[src/rtl/mem_pkg.sv]
// Shared encodings and helpers for the data-memory access controller:
// access sizes, controller states, strobe/lane/alignment functions.
package mem_pkg;

  localparam logic [1:0] SZ_BYTE = 2'd0;
  localparam logic [1:0] SZ_HALF = 2'd1;
  localparam logic [1:0] SZ_WORD = 2'd2;

  typedef enum logic [1:0] {
    ST_IDLE = 2'd0,
    ST_ADDR = 2'd1,
    ST_DATA = 2'd2,
    ST_RESP = 2'd3
  } mem_state_e;

  function automatic logic [3:0] gen_strobe(input logic [1:0] size, input logic [1:0] a);
    case (size)
      SZ_BYTE: gen_strobe = 4'b0001 << a;
      SZ_HALF: gen_strobe = a[1] ? 4'b1100 : 4'b0011;
      SZ_WORD: gen_strobe = 4'b1111;
      default: gen_strobe = 4'b0000;
    endcase
  endfunction

  // Store data arrives right-aligned; copy it into every lane it could occupy.
  function automatic logic [31:0] replicate_lanes(input logic [1:0] size, input logic [31:0] w);
    case (size)
      SZ_BYTE: replicate_lanes = {4{w[7:0]}};
      SZ_HALF: replicate_lanes = {2{w[15:0]}};
      default: replicate_lanes = w;
    endcase
  endfunction

  function automatic logic misaligned(input logic [1:0] size, input logic [1:0] a);
    misaligned = (size == 2'd3) ||
                 ((size == SZ_HALF) && a[0]) ||
                 ((size == SZ_WORD) && (a != 2'b00));
  endfunction

endpackage

[src/rtl/load_align.sv]
// Combinational load-path alignment: move the addressed lane to bit 0,
// then sign- or zero-extend to 32 bits.
module load_align
  import mem_pkg::*;
(
  input  logic [31:0] rdata_i,
  input  logic [1:0]  offset_i,
  input  logic [1:0]  size_i,
  input  logic        signed_i,
  output logic [31:0] result_o
);

  logic [31:0] shifted;

  assign shifted = rdata_i >> {offset_i, 3'b000};

  always_comb begin
    result_o = shifted;
    case (size_i)
      SZ_BYTE: result_o = {{24{signed_i & shifted[7]}}, shifted[7:0]};
      SZ_HALF: result_o = {{16{signed_i & shifted[15]}}, shifted[15:0]};
      default: result_o = shifted;
    endcase
  end

endmodule

[src/rtl/data_sram_ctrl.sv]
// Memory-stage access controller: one outstanding request over an
// addr_ok/data_ok bus with sizing, alignment errors and a sticky timeout.
module data_sram_ctrl
  import mem_pkg::*;
#(
  parameter int ADDR_W      = 32,
  parameter int TIMEOUT_CYC = 256
) (
  input  logic              clk,
  input  logic              rst,
  input  logic              req_valid,
  input  logic              req_wr,
  input  logic [1:0]        req_size,
  input  logic              req_signed,
  input  logic [ADDR_W-1:0] req_addr,
  input  logic [31:0]       req_wdata,
  output logic              stall,
  output logic              rsp_valid,
  output logic [31:0]       rsp_rdata,
  output logic              adel,
  output logic              ades,
  output logic              timeout_err,
  output logic              mem_req,
  output logic              mem_wr,
  output logic [3:0]        mem_wstrb,
  output logic [ADDR_W-1:0] mem_addr,
  output logic [31:0]       mem_wdata,
  input  logic              mem_addr_ok,
  input  logic              mem_data_ok,
  input  logic [31:0]       mem_rdata,
  output mem_state_e        dbg_state
);

  localparam int CW = $clog2(TIMEOUT_CYC + 1);
  localparam logic [CW-1:0] CNT_TRIP = CW'(TIMEOUT_CYC - 1);
  localparam logic [CW-1:0] CNT_MAX  = CW'(TIMEOUT_CYC);

  mem_state_e        state_q, state_d;
  logic              wr_q, wr_d, sgn_q, sgn_d, err_q, err_d, tout_q, tout_d;
  logic [1:0]        size_q, size_d;
  logic [ADDR_W-1:0] addr_q, addr_d;
  logic [31:0]       wdata_q, wdata_d, rdata_q, rdata_d, load_res;
  logic [CW-1:0]     cnt_q, cnt_d;
  logic              busy, in_addr, in_resp;

  always_ff @(posedge clk) begin
    if (!rst) begin
      state_q <= ST_IDLE;
      wr_q    <= 1'b0;
      sgn_q   <= 1'b0;
      err_q   <= 1'b0;
      tout_q  <= 1'b0;
      size_q  <= 2'd0;
      addr_q  <= '0;
      wdata_q <= '0;
      rdata_q <= '0;
      cnt_q   <= '0;
    end else begin
      state_q <= state_d;
      wr_q    <= wr_d;
      sgn_q   <= sgn_d;
      err_q   <= err_d;
      tout_q  <= tout_d;
      size_q  <= size_d;
      addr_q  <= addr_d;
      wdata_q <= wdata_d;
      rdata_q <= rdata_d;
      cnt_q   <= cnt_d;
    end
  end

  assign busy = (state_q == ST_ADDR) || (state_q == ST_DATA);

  always_comb begin
    state_d = state_q;
    wr_d    = wr_q;
    sgn_d   = sgn_q;
    err_d   = err_q;
    tout_d  = tout_q;
    size_d  = size_q;
    addr_d  = addr_q;
    wdata_d = wdata_q;
    rdata_d = rdata_q;
    cnt_d   = cnt_q;
    case (state_q)
      ST_IDLE: begin
        if (req_valid) begin
          wr_d    = req_wr;
          sgn_d   = req_signed;
          size_d  = req_size;
          addr_d  = req_addr;
          wdata_d = req_wdata;
          err_d   = misaligned(req_size, req_addr[1:0]);
          state_d = err_d ? ST_RESP : ST_ADDR;
        end
      end
      ST_ADDR: if (mem_addr_ok) state_d = ST_DATA;
      // data_ok is only honoured here, so one coinciding with addr_ok is dropped.
      ST_DATA: if (mem_data_ok) begin
        rdata_d = mem_rdata;
        state_d = ST_RESP;
      end
      ST_RESP: state_d = ST_IDLE;
      default: state_d = ST_IDLE;
    endcase
    // cnt_q holds the number of busy cycles already spent in this access.
    if ((state_q != ST_ADDR) && (state_d == ST_ADDR)) cnt_d = '0;
    else if (busy && (cnt_q != CNT_MAX)) cnt_d = cnt_q + 1'b1;
    if (busy && (cnt_q == CNT_TRIP)) tout_d = 1'b1;
  end

  load_align u_load_align (
    .rdata_i  (rdata_q),
    .offset_i (addr_q[1:0]),
    .size_i   (size_q),
    .signed_i (sgn_q),
    .result_o (load_res)
  );

  assign in_addr     = (state_q == ST_ADDR);
  assign in_resp     = (state_q == ST_RESP);
  assign stall       = ((state_q == ST_IDLE) && req_valid) || busy;
  assign rsp_valid   = in_resp;
  assign rsp_rdata   = (in_resp && !wr_q && !err_q) ? load_res : 32'd0;
  assign adel        = in_resp && err_q && !wr_q;
  assign ades        = in_resp && err_q && wr_q;
  assign timeout_err = tout_q;
  assign mem_req     = in_addr;
  assign mem_wr      = in_addr && wr_q;
  assign mem_wstrb   = (in_addr && wr_q) ? gen_strobe(size_q, addr_q[1:0]) : 4'b0000;
  assign mem_addr    = in_addr ? {addr_q[ADDR_W-1:2], 2'b00} : '0;
  assign mem_wdata   = (in_addr && wr_q) ? replicate_lanes(size_q, wdata_q) : 32'd0;
  assign dbg_state   = state_q;

endmodule

[config.mk]
export PLATFORM = sky130hd
export DESIGN_NAME = data_sram_ctrl
export DESIGN_NICKNAME = d
export VERILOG_FILES = /design/src/rtl/mem_pkg.sv /design/src/rtl/load_align.sv /design/src/rtl/data_sram_ctrl.sv
export SDC_FILE = /design/constraint.sdc
export NUM_CORES = 1
export LEC_CHECK = 0
export ABC_AREA = 1
export BUFFER_PORTS_ARGS = -buffer_cell sky130_fd_sc_hd__buf_4
export CORE_ASPECT_RATIO = 1.1
export CORE_MARGIN = 4
export CORE_UTILIZATION = 34
export DETAILED_ROUTE_END_ITERATION = 16
export HOLD_SLACK_MARGIN = 0.06
export PLACE_DENSITY = 0.67
export SETUP_SLACK_MARGIN = 0.05
export SLEW_MARGIN = 20
export SYNTH_ARGS = -nofsm -noshare
export SYNTH_HDL_FRONTEND = slang
export SYNTH_SLANG_ARGS = --single-unit
[constraint.sdc]
create_clock -name clk -period 2.6 [get_ports clk]
set_input_delay 0.26 -clock clk [delete_from_list [all_inputs] [get_ports clk]]
set_output_delay 0.26 -clock clk [all_outputs]
set_load 0.01 [all_outputs]
==> load_flow_metrics.sql <==
INSERT INTO impl_metrics (metric_group, metric, value, unit) VALUES
('timing', 'number_of_hold_violations_in_the_final_report', '0', ''),
('die', 'chipWidth', '132.7', 'um'),
('power_and_ir_drop', 'cellPowerDensity', '798.0', 'nW/um^2'),
('route', 'detail_route.wl_per_cell', '14.71', 'um'),
('logic_synthesis', 'synth_top_cell_by_area', 'sky130_fd_sc_hd__dfxtp_1', ''),
('route', 'drc_errors', '0', ''),
('timing', 'max_slew.worst_pin.slew', '0.7365', 'ns'),
('clock_network', 'cts.sinks', '113', ''),
('logic_synthesis', 'synthFlopType', 'sky130_fd_sc_hd__dfxtp_1', ''),
('logic_synthesis', 'synthTopCellsByCount', 'sky130_fd_sc_hd__nor2_1, sky130_fd_sc_hd__o21ai_0, sky130_fd_sc_hd__nand2_1, sky130_fd_sc_hd__dfxtp_1, sky130_fd_sc_hd__inv_1', ''),
('place', 'gp_congestion', '0.9495', ''),
('logic_synthesis', 'postSynth.asyncResetShare', '0', '%'),
('power_and_ir_drop', 'leakage', '4.033', 'nW'),
('route', 'initial_drt_pass_iterations', '5', ''),
('worst_setup_path', 'crit_required', '2.34', 'ns'),
('worst_setup_path', 'r2r_start', 'dbg_state[1]$_SDFF_PN0_', ''),
('clock_network', 'clk_root_buffer_cell', 'sky130_fd_sc_hd__clkbuf_16', ''),
('status', 'outcome', 'finished clean', ''),
('timing', 'post-route-min-period', '2.419', 'ns'),
('timing', 'finalSetupViolCount', '0', ''),
('logic_synthesis', 'postSynthRegisterBits', '113', ''),
('timing', 'final.setup_skew', '0.007992', 'ns'),
('clock_network', 'cts_buffers', '17', ''),
('min_path', 'hp-class', 'in2reg', ''),
('timing', 'timing.final.crit_share', '93.03', '%'),
('power_and_ir_drop', 'irDropWorstVdd', '0.4785', 'mV'),
('min_path', 'hold_end', 'wdata_q[20]$_SDFFE_PN0P_', ''),
('worst_setup_path', 'ff2ff_path_depth', '12', ''),
('die', 'ioPinCount', '214', ''),
('logic_synthesis', 'synth_top_area_share', '38.91', '%'),
('global_routing', 'maximum_number_of_pins_on_one_net_before_global_route_repair', '62', ''),
('clock_network', 'clkTransAtPathRegs', '0.05', 'ns'),
('layout', 'fillers', '1734', ''),
('worst_setup_path', 'crit_path_start_kind', 'flip-flop', ''),
('place', 'place_hpwl', '14.11', 'mm'),
('global_routing', 'gr-total-overflow', '0', ''),
('logic_synthesis', 'synth_most_common_cell', 'sky130_fd_sc_hd__nor2_1', ''),
('route', 'detail-route-antenna-nets', '0', ''),
('logic_synthesis', 'synth_warnings', '0', ''),
('worst_setup_path', 'crit-reg2reg-capture', 'cnt_q[4]$_SDFFE_PP0P_', ''),
('clock_network', 'clockBufferDepth', '2', ''),
('layout', 'fin_nets', '1205', ''),
('layout', 'share_of_cells_above_drive_strength_1', '25.72', '%'),
('min_path', 'whs_path_depth', '3', ''),
('worst_setup_path', 'worst-setup-path-type', 'reg2out', ''),
('timing', 'tns', '0', 'ns'),
('timing', 'rsz0062_at_grt', 'yes', ''),
('layout', 'area_delta_synth_final', '39.90', '%'),
('power_and_ir_drop', 'power', '6.491', 'mW'),
('worst_setup_path', 'path_max_fanout', '16', ''),
('logic_synthesis', 'number_of_enable_flip_flop_cells_after_synthesis', '0', ''),
('timing', 'timing.hold.ws', '0.1021', 'ns'),
('worst_setup_path', 'worstSetupEndpointType', 'output port', ''),
('logic_synthesis', 'ys_types', '31', ''),
('die', 'core.rowCount', '49', ''),
('route', 'wirelength', '19.25', 'mm'),
('die', 'die_area', '19260', 'sq um'),
('logic_synthesis', 'ys_top_cells_by_area', 'sky130_fd_sc_hd__dfxtp_1, sky130_fd_sc_hd__nor2_1, sky130_fd_sc_hd__o21ai_0', ''),
('timing', 'finalMaxSlewViolations', '0', ''),
('timing', 'timing.fmax', '413.4', 'MHz'),
('min_path', 'worstHoldStart', 'req_wdata[20]', ''),
('route', 'vias', '6350', ''),
('worst_setup_path', 'worst_ep_arrival_time', '2.16', 'ns'),
('global_routing', 'first_global_vias', '6124', ''),
('route', 'drt_first_iter_violations', '473', ''),
('logic_synthesis', 'syn-instance-count', '899', ''),
('die', 'initial_core_util', '35.12', '%'),
('clock_network', 'clk_latency', '0.41', 'ns'),
('die', 'fp.dieH', '145.2', 'um'),
('worst_setup_path', 'r2r_setup_slack', '0.62', 'ns'),
('flow_run', 'timing.max_cap.violations', '0', '');
## timing repair
action,in CTS,in global routing
hold buffers,0,0
endpoints found under the hold margin,0,0
buffers inserted,0,2
pin swaps,0,1
setup endpoints to repair,16,37
gates cloned,0,0
resized for setup,2,7
## cell usage in the layout (no fill, tap or decap), types with 10 or more instances in the layout
cell and count:
sky130_fd_sc_hd__dfxtp_1 113, sky130_fd_sc_hd__nor2_1 217, sky130_fd_sc_hd__nor2_4 10, sky130_fd_sc_hd__buf_4 226
sky130_fd_sc_hd__clkbuf_16 17, sky130_fd_sc_hd__inv_1 94, sky130_fd_sc_hd__o21ai_0 144, sky130_fd_sc_hd__a21oi_1 56
sky130_fd_sc_hd__nand2_1 132, sky130_fd_sc_hd__nor3_1 12
## logic make-up after synthesis
group	after synthesis	share of synthesized area, %
simple gates	393	27.82
compound gates	224	19.95
buf+inv	156	10.87
flops	113	38.91
fa+ha+maj	9	1.937
xor+xnor	3	0.4520
other cells	1	0.06450
## worst max path at each step
stage | startpoint | end | slack, ns | cells past startpoint
floorplan | dbg_state[1]$_SDFF_PN0_ | mem_wdata[30] | 0.73 | 8
global placement | size_q[1]$_SDFFE_PN0P_ | rsp_rdata[31] | 0.37 | 8
detailed placement | size_q[1]$_SDFFE_PN0P_ | rsp_rdata[31] | 0.31 | 8
CTS | addr_q[1]$_SDFFE_PN0P_ | rsp_rdata[31] | 0.04 | 10
global route | dbg_state[0]$_SDFF_PN0_ | rsp_rdata[1] | 0.05 | 7
finish | dbg_state[1]$_SDFF_PN0_ | rsp_rdata[7] | 0.18 | 7
## cell type report
type | count | area (sq um) | area share [%]
Clock inverter | 10 | 86.33 | 1.061
Inverter | 100 | 382.9 | 4.707
Tap cell | 204 | 255.2 | 3.138
Clock buffer | 22 | 464.2 | 5.707
Multi-Input combinational cell | 631 | 2952 | 36.29
Timing Repair Buffer | 228 | 1732 | 21.29
Sequential cell | 113 | 2262 | 27.81
## where the power goes
part | internal (mW) | total (mW) | switching, mW | leakage (nW)
combinational | 0.733 | 2.05 | 1.32 | 2.84
sequential | 2.07 | 2.30 | 0.228 | 0.929
clock | 1.35 | 2.13 | 0.781 | 0.266
total | 4.16 | 6.49 | 2.33 | 4.03
## per-layer routing
| metal | global-route usage, % | part of all wire [%] | vias to the layer above | wire (um) |
|---|---|---|---|---|
| li1 | - | - | 3231 | - |
| met1 | 23.63 | 42 | 2865 | 8144 |
| met5 | 0 | 0.10 | - | 20 |
| met4 | 6.133 | 2.2 | 2 | 420 |
| met3 | 6.821 | 8.4 | 30 | 1612 |
| met2 | 32.89 | 47 | 222 | 9047 |
## registers in the layout (all words and copies together) (netlist names)
register     flops
addr_q          32
cnt_q            9
dbg_state        2
err_q            1
rdata_q         32
sgn_q            1
size_q           2
timeout_err      1
wdata_q         32
wr_q             1
## metrics by stage
stage                     worst slack [ns]  area (sq um)  utilization [%]  instances
after CTS                          0.03923          8084            48.84       1306
final                               0.1812          8134            49.14       1308
after global routing               0.04629          8134            49.14       1308
after global placement              0.3671          7528            45.48       1274
after floorplan                     0.7307          5818                -        900
after detailed placement            0.3096          7528            45.48       1274
## worst max-delay path: stages (launching register included)
cell	delay, ns
sky130_fd_sc_hd__dfxtp_1	0.43
sky130_fd_sc_hd__ha_1	0.22
sky130_fd_sc_hd__inv_1	0.09
sky130_fd_sc_hd__nor3_4	0.30
sky130_fd_sc_hd__clkinvlp_4	0.12
sky130_fd_sc_hd__buf_4	0.20
sky130_fd_sc_hd__a21oi_1	0.22
sky130_fd_sc_hd__buf_4	0.17
Power figures use the tool's default switching activity.
